[src/rtl/trigger_pkg.sv]
// Shared constants for the trigger event path: channel count, event ID width
// and the layout of the packed event record {pattern, id, timestamp}.
package trigger_pkg;

  localparam int unsigned CHANNELS = 16;
  localparam int unsigned ID_W     = 16;
  localparam int unsigned PAT_W    = CHANNELS;

  typedef enum logic {
    ST_IDLE = 1'b0,
    ST_DEAD = 1'b1
  } trig_state_t;

  // Record layout: timestamp in the low bits, then id, then pattern on top.
  // A zero timestamp width gives the timestamp-less record {pattern, id}.
  function automatic int unsigned ts_ofs(input int unsigned ts_w);
    return 0 * ts_w;
  endfunction

  function automatic int unsigned id_ofs(input int unsigned ts_w);
    return ts_w;
  endfunction

  function automatic int unsigned pat_ofs(input int unsigned ts_w);
    return ts_w + ID_W;
  endfunction

  function automatic int unsigned rec_w(input int unsigned ts_w);
    return ts_w + ID_W + PAT_W;
  endfunction

endpackage

[src/rtl/trigevent_fifo.sv]
// Synchronous FIFO with registered occupancy and first-word-fall-through read.
// Pushes while full and pops while empty are ignored.
module trigevent_fifo #(
  parameter int unsigned WIDTH = 8,
  parameter int unsigned DEPTH = 4
) (
  input  logic             clk,
  input  logic             rst_n,
  input  logic             push,
  input  logic [WIDTH-1:0] wdata,
  input  logic             pop,
  output logic [WIDTH-1:0] rdata,
  output logic             full,
  output logic             empty
);

  localparam int unsigned PTR_W = (DEPTH > 1) ? $clog2(DEPTH) : 1;
  localparam int unsigned CNT_W = PTR_W + 1;

  logic [WIDTH-1:0] mem [DEPTH];
  logic [PTR_W-1:0] wr_ptr;
  logic [PTR_W-1:0] rd_ptr;
  logic [CNT_W-1:0] count;
  logic             do_push;
  logic             do_pop;

  assign full    = (count == CNT_W'(DEPTH));
  assign empty   = (count == '0);
  assign do_push = push & ~full;
  assign do_pop  = pop & ~empty;
  assign rdata   = mem[rd_ptr];

  // Pointer and occupancy bookkeeping; depth is a power of two so pointers wrap naturally.
  always_ff @(posedge clk or negedge rst_n) begin
    if (!rst_n) begin
      wr_ptr <= '0;
      rd_ptr <= '0;
      count  <= '0;
    end else begin
      if (do_push) wr_ptr <= wr_ptr + PTR_W'(1);
      if (do_pop)  rd_ptr <= rd_ptr + PTR_W'(1);
      case ({do_push, do_pop})
        2'b10:   count <= count + CNT_W'(1);
        2'b01:   count <= count - CNT_W'(1);
        default: count <= count;
      endcase
    end
  end

  // Storage array; contents are only observed through valid entries, so no reset.
  always_ff @(posedge clk) begin
    if (do_push) mem[wr_ptr] <= wdata;
  end

endmodule

[src/rtl/trigger_event_latch.sv]
// Trigger event latch: edge-detects the coincidence result, applies a
// deadtime veto, captures {pattern, id, timestamp} records into a FIFO and
// presents them on a valid/ready port.
// Optional feature macro: TRIGLATCH_TIMESTAMP_EN builds the timestamp counter
// and per-entry timestamp storage; without it evt_timestamp is tied to 0.
module trigger_event_latch
  import trigger_pkg::*;
#(
  parameter int unsigned DEADTIME   = 16,
  parameter int unsigned FIFO_DEPTH = 4,
  parameter int unsigned TS_WIDTH   = 32
) (
  input  logic                clk,
  input  logic                rst_n,
  input  logic [CHANNELS-1:0] triggers,
  input  logic                triggered,
  output logic                evt_valid,
  input  logic                evt_ready,
  output logic [PAT_W-1:0]    evt_pattern,
  output logic [ID_W-1:0]     evt_id,
  output logic [TS_WIDTH-1:0] evt_timestamp,
  output logic                busy,
  output logic [15:0]         dropped_count
);

`ifdef TRIGLATCH_TIMESTAMP_EN
  localparam int unsigned TS_STORE_W = TS_WIDTH;
  localparam int unsigned TS_OFS     = ts_ofs(TS_STORE_W);
`else
  localparam int unsigned TS_STORE_W = 0;
`endif
  localparam int unsigned REC_W   = rec_w(TS_STORE_W);
  localparam int unsigned ID_OFS  = id_ofs(TS_STORE_W);
  localparam int unsigned PAT_OFS = pat_ofs(TS_STORE_W);
  localparam int unsigned CNT_W   = (DEADTIME > 0) ? $clog2(DEADTIME + 1) : 1;

  trig_state_t      state;
  logic [CNT_W-1:0] dead_cnt;
  logic             trig_q;
  logic             trig_edge;
  logic             accept;
  logic [ID_W-1:0]  id_cnt;
  logic [REC_W-1:0] rec_in;
  logic [REC_W-1:0] rec_out;
  logic             fifo_full;
  logic             fifo_empty;
  logic             fifo_push;
  logic             fifo_pop;

  assign trig_edge = triggered & ~trig_q;
  assign accept    = trig_edge & (state == ST_IDLE);
  assign fifo_push = accept & ~fifo_full;
  assign fifo_pop  = evt_valid & evt_ready;

`ifdef TRIGLATCH_TIMESTAMP_EN
  logic [TS_WIDTH-1:0] ts_cnt;

  // Free-running timestamp, wraps at its width.
  always_ff @(posedge clk or negedge rst_n) begin
    if (!rst_n) ts_cnt <= '0;
    else        ts_cnt <= ts_cnt + TS_WIDTH'(1);
  end
`endif

  // Assemble the record captured on an accepted edge.
  always_comb begin
    rec_in                   = '0;
    rec_in[PAT_OFS +: PAT_W] = triggers;
    rec_in[ID_OFS +: ID_W]   = id_cnt;
`ifdef TRIGLATCH_TIMESTAMP_EN
    rec_in[TS_OFS +: TS_WIDTH] = ts_cnt;
`endif
  end

  // Deadtime FSM: accepted edge loads the veto counter, release at count 1.
  always_ff @(posedge clk or negedge rst_n) begin
    if (!rst_n) begin
      state    <= ST_IDLE;
      dead_cnt <= '0;
    end else begin
      case (state)
        ST_IDLE: begin
          if (accept && (DEADTIME > 0)) begin
            state    <= ST_DEAD;
            dead_cnt <= CNT_W'(DEADTIME);
          end
        end
        ST_DEAD: begin
          if (dead_cnt == CNT_W'(1)) state <= ST_IDLE;
          else                       dead_cnt <= dead_cnt - CNT_W'(1);
        end
        default: state <= ST_IDLE;
      endcase
    end
  end

  // Edge history, event ID and saturating drop counter.
  always_ff @(posedge clk or negedge rst_n) begin
    if (!rst_n) begin
      trig_q        <= 1'b0;
      id_cnt        <= '0;
      dropped_count <= '0;
    end else begin
      trig_q <= triggered;
      if (accept) begin
        id_cnt <= id_cnt + ID_W'(1);
        if (fifo_full && (dropped_count != 16'hFFFF))
          dropped_count <= dropped_count + 16'd1;
      end
    end
  end

  trigevent_fifo #(
    .WIDTH (REC_W),
    .DEPTH (FIFO_DEPTH)
  ) u_fifo (
    .clk   (clk),
    .rst_n (rst_n),
    .push  (fifo_push),
    .wdata (rec_in),
    .pop   (fifo_pop),
    .rdata (rec_out),
    .full  (fifo_full),
    .empty (fifo_empty)
  );

  // Head outputs decode registered FIFO state only; zero whenever nothing is queued.
  assign evt_valid   = ~fifo_empty;
  assign evt_pattern = evt_valid ? rec_out[PAT_OFS +: PAT_W] : '0;
  assign evt_id      = evt_valid ? rec_out[ID_OFS +: ID_W]   : '0;
`ifdef TRIGLATCH_TIMESTAMP_EN
  assign evt_timestamp = evt_valid ? rec_out[TS_OFS +: TS_WIDTH] : '0;
`else
  assign evt_timestamp = '0;
`endif
  assign busy = (state == ST_DEAD) | fifo_full;

endmodule
[config.mk]
export PLATFORM = sky130hd
export DESIGN_NAME = trigger_event_latch
export DESIGN_NICKNAME = d
export VERILOG_FILES = /design/src/rtl/trigger_pkg.sv /design/src/rtl/trigevent_fifo.sv /design/src/rtl/trigger_event_latch.sv
export SDC_FILE = /design/constraint.sdc
export NUM_CORES = 1
export LEC_CHECK = 0
export ABC_CLOCK_PERIOD_IN_PS = 6550
export BUFFER_PORTS_ARGS = -buffer_cell sky130_fd_sc_hd__buf_2
export CORE_UTILIZATION = 30
export CTS_BUF_LIST = sky130_fd_sc_hd__clkbuf_8
export DETAILED_ROUTE_END_ITERATION = 10
export PLACE_DENSITY = 0.55
export SLEW_MARGIN = 20
export SYNTH_ARGS = -nofsm -noshare
export SYNTH_HDL_FRONTEND = slang
export SYNTH_SLANG_ARGS = --single-unit
[constraint.sdc]
create_clock -name clk -period 6.55 [get_ports clk]
set_input_delay 0.655 -clock clk [delete_from_list [all_inputs] [get_ports clk]]
set_output_delay 0.655 -clock clk [all_outputs]
set_load 0.01 [all_outputs]
# Yosys cells after proc, flatten, opt, wreduce, memory -nomap -nowiden

Memories as Yosys holds them, arrays and structs flattened.
Cells that the tools add are included.

Register bits after elaboration: 46
RAM bits: 128
Bits of input ports: 20
Output and inout bits: 82
Memories kept: 1

Memories:

| memory     | words | bits a word | rd ports | clocked after memory_dff | wr ports | line                 | RTL |
|---|---|---|---|---|---|---|---|
| u_fifo.mem | 4     | 32          | 1        | 0                        | 1        | trigevent_fifo.sv:20 | `logic [WIDTH-1:0] mem [DEPTH];` |

Add/sub/neg operators: 7
Eq/ne operators: 7
Mux-type cells: 11
Bitwise operators: 11
Reductions and logical operators: 5

Operators with widths:

| cell                    | number |
|---|---|
| $add A16 B1 Y16 const B | 2 |
| $mux W16                | 2 |
| $ne A16 B16 Y1 const B  | 1 |
| $mux W5                 | 2 |
| $pmux W5 S2             | 1 |
| $and A1 B1 Y1           | 6 |
| $pmux W3 S2             | 1 |
| $eq A5 B1 Y1 const B    | 1 |
| $sub A5 B1 Y5 const B   | 1 |
| $add A2 B1 Y2 const B   | 2 |
| $mux W1                 | 4 |
| $ne A2 B2 Y1 const B    | 2 |
| $not A1 Y1              | 4 |
| $reduce_and A2 Y1       | 2 |
| $add A3 B1 Y3 const B   | 1 |
| $eq A3 B3 Y1 const B    | 1 |
| $logic_not A3 Y1        | 1 |
| $sub A3 B1 Y3 const B   | 1 |
| $eq A2 B1 Y1 const B    | 1 |
| $eq A2 B2 Y1 const B    | 1 |
| $pmux W1 S2             | 1 |
| $reduce_bool A2 Y1      | 1 |
| $logic_and A1 B1 Y1     | 1 |
| $or A1 B1 Y1            | 1 |

# Longest topological paths before layout

Depth after elaboration: 7
Gate-level depth with buffers: 10

# Cells and area by module

A second synthesis with hierarchy kept.

Cell total of the unflattened synthesis: 441
Area, all modules: 7404.6 µm²

By module, submodules not included:

| module              | instances | cells an instance | area an instance (µm²) | seq. area each (µm²) |
|---|---|---|---|---|
| trigevent_fifo      | 1         | 205               | 5091.1                 | 4018.9 |
| trigger_event_latch | 1         | 236               | 2313.5                 | 975.9 |

# Worst setup path after synthesis

OpenSTA, ideal clock, no wires.

Kind: input-to-reg
Start: input port triggered
End: memory u_fifo.mem[0][0] in the netlist's numbering, enable pin
Library setup time: 392 ps
Arrival time: 1919 ps
Required time: 6158 ps
Setup slack: 4239 ps
Stages on the path: 3
Path buffers: 0
Cells stage by stage: nand2_1 -> nor2_1 -> and2_1

Cells in the longest elaborated chain, start to end: 6

Ends and longest elaborated chain:

| element                       | line                      | RTL |
|---|---|---|
| from (decl)                   | trigger_event_latch.sv:16 | `input logic triggered,` |
| $and A1 B1 Y1                 | trigger_event_latch.sv:50 | `assign trig_edge = triggered & ~trig_q;` |
| $and A1 B1 Y1                 | trigger_event_latch.sv:51 | `assign accept = trig_edge & (state == ST_IDLE);` |
| $and A1 B1 Y1                 | trigger_event_latch.sv:52 | `assign fifo_push = accept & ~fifo_full;` |
| $and A1 B1 Y1                 | trigevent_fifo.sv:29      | `assign do_push = push & ~full;` |
| $mux W1                       | trigevent_fifo.sv:52      | `if (do_push) mem[wr_ptr] <= wdata;` |
| $mux W1 (not written as such) | trigevent_fifo.sv:52      |  |
| to (decl)                     | trigevent_fifo.sv:20      |  |

Every way passes these cells.

# Final worst setup path

Start: register u_fifo.rd_ptr[0]
End: output port evt_id[8]

Cells in the longest elaborated chain, start to end: 2

Ends and longest elaborated chain:

| element                | line                       | RTL |
|---|---|---|
| from (decl)            | trigevent_fifo.sv:22       | `logic [PTR_W-1:0] rd_ptr;` |
| from (signal assigned) | trigevent_fifo.sv:41       | `if (do_pop) rd_ptr <= rd_ptr + PTR_W'(1);` |
| $mem_v2 Z4 W32         | n/a                        |  |
| $mux W16               | trigger_event_latch.sv:130 | `assign evt_id = evt_valid ? rec_out[ID_OFS +: ID_W] : '0;` |
| to (decl)              | trigger_event_latch.sv:20  | `output logic [ID_W-1:0] evt_id,` |

Every way passes these cells.

==> out/results.tsv <==
metric	value	unit
slew_violations	0	
cts.path.max_buffers	2	
worstMarginPinSlew	0.7343	ns
hold_path.class	input pin to asynchronous set/reset pin	
cts_root_buf	clkbuf_8	
worst_setup_path_end_kind	output port	
synth_sequential_area_ratio	68.11	%
power.leakage	3.145	nW
wl	13.19	mm
status	finished clean	
core.rowCount	56	
required	5.89	ns
holdWs	0.2289	ns
cts.sinks	174	
timing.final.crit_share	47.77	%
crit_path_max_fanout	23	
ant_nets	0	
fp.dieArea	25070	µm²
core_area	23750	µm²
vias	3832	
critical_path_arrival	2.47	ns
setup-tns-final	0	ns
grt_start_max_net_pins	47	
netlist_instances	443	
wl_per_cell	15.37	µm
skew	0.01596	ns
post-route-util	35.18	%
worst-setup-path-type	flip-flop to output port	
grtUsageTotal	11.13	%
cap_violations	0	
antenna_found_initial	1	
syn_area	7333	µm²
cts_tree	yes	
cts.repair.resized	0	
hold_buffers	0	
hold_viol_final	0	
drive_above_1_share	28.81	%
start_kind	flip-flop	
final_nets	555	
p_per_area	356.4	nW/µm²
area_growth	13.94	%
synth.avg_cell_area	16.55	µm²
firstDrtPassIters	4	
fp.dieW	158.3	µm
setup_viol	0	
drt_iter0_drc	200	
drc_errors	0	
clk_latency	0.45	ns
synthTopCellsByArea	edfxtp_1 52%, dfrtp_1 16%, mux4_2 9.8%	
peakVddDrop	0.0001449	V
max_freq	319.6	MHz
viasPerCell	4.466	
layout_min_cycle_time	3.129	ns
chipHeight	158.3	µm
io_buffers	69	
cts_setup_buffers	0	
yosysWarnings	0	
cts_buffers	17	
start_util	30.87	%
synth-main-ff-cell	edfxtp_1	
htreeDepth	4	
max_slew_margin	50.94	%
grt_pass1_vias	3950	
grt_setup_unrepaired	no	
synth_top_area_share	52.41	%
yosys.area.top_type	edfxtp_1	
synth-seq-cells	174	
synth_edf_count	128	
gp_congestion	0.8072	
io-pin-count	102	
overflow	0	
ys_types	37	
clk_pin_slew	0.10	ns
ys_async_sr_fraction	26.44	%
grt_pass1_wl	20.91	mm
dp_hpwl	8.371	mm
through the flow:
stage               cell area, µm²  total power [mW]  setup WS, ns  cells
floorplan                     7450             2.016         4.239    474
global placement              7950             2.281         3.848    825
detailed placement            7950             2.307         3.808    825
CTS                           8351             3.041         3.287    857
global route                  8353             3.168         3.210    857
finish                        8356             2.978         3.421    858
metal layers:
layer | wire [µm] | vias to the layer above | GRT usage (%)
met4 | 101 | 0 | 2.930
met3 | 724 | 8 | 3.430
met2 | 6779 | 111 | 19.74
met5 | 0 | - | 0
met1 | 5586 | 1978 | 12.97
li1 | - | 1735 | -
sequential cells by signal (all words and copies together), names as in the netlist:
register and flops:
dead_cnt 5, dropped_count 16, id_cnt 16, state 1
trig_q 1, u_fifo.count 3, u_fifo.mem 128, u_fifo.rd_ptr 2
u_fifo.wr_ptr 2
final cells by class:
type,instances,area (µm²)
Timing Repair Buffer,76,400.4
Antenna cell,1,2.502
Multi-Input combinational cell,243,2108
Sequential cell,174,4996
Clock buffer,17,234.0
Clock inverter,15,166.4
Fill cell,2265,15400
Inverter,13,48.80
Tap cell,319,399.1
synth_stat cells (all sizes together) (2+ instances only):
cell type,n
a31oi,2
and2,39
and3,2
and4,2
buf,37
clkbuf,7
dfrtp,46
edfxtp,128
ha,9
inv,13
mux2,2
mux2i,2
mux4,32
nand2,24
nand3,9
nand4,8
nor2,13
nor3,9
nor3b,3
nor4,7
o21ai,2
or2,3
xnor2,12
xor2,25
critical path, cell delays in order, from the launching register on:
cell and delay, ns:
dfrtp_2 0.62, buf_4 0.49, mux4_2 0.58, and2_1 0.17, buf_2 0.13
cells in the final DEF, fill, tap and decap left out, types with 9 or more instances in the layout:
cell      synthesis  routed
edfxtp_1        128     128
buf_2             4      68
dfrtp_1          46      45
and2_1           39      39
mux4_2           32      32
conb_1            1      32
xor2_1           25      25
nand2_1          24      24
clkbuf_8          0      17
inv_1            13      13
nor2_1           13      13
xnor2_1          12      12
nand3_1           9       9
ha_1              9       9
kinds of logic (layout without fill, tap and decap cells):
logic type | count (synthesis) | after routing | share of synthesized area [%]
mux | 36 | 36 | 10.41
flops | 174 | 174 | 68.11
compound gates | 4 | 4 | 0.3071
xor+xnor | 37 | 37 | 4.419
buf+inv | 57 | 121 | 4.726
other cells | 1 | 33 | 0.05114
simple gates | 124 | 124 | 10.17
fa+ha+maj | 10 | 10 | 1.809
final timing paths:
| check | end | cells past startpoint | slack (ns) | start |
|---|---|---|---|---|
| setup / recovery | evt_id[8] | 4 | 3.42 | u_fifo.rd_ptr[0] |
| hold / removal | dropped_count[13] | 1 | 0.23 | rst_n |
| setup reg to reg | u_fifo.count[2] | 9 | 4.00 | u_fifo.count[0] |
| hold reg to reg | u_fifo.count[2] | 1 | 0.49 | u_fifo.count[2] |
| max in group asynchronous | u_fifo.rd_ptr[0] | 1 | 5.87 | rst_n |
| min in group clk | trig_q | 1 | 0.38 | triggered |
where the power goes:
group	switching [mW]	internal [mW]	leakage (nW)	total (mW)
combinational	0.420	0.431	1.22	0.851
clock	0.437	0.291	0.201	0.728
sequential	0.103	1.30	1.72	1.40
Note: power is estimated with default switching activity, not from simulation.
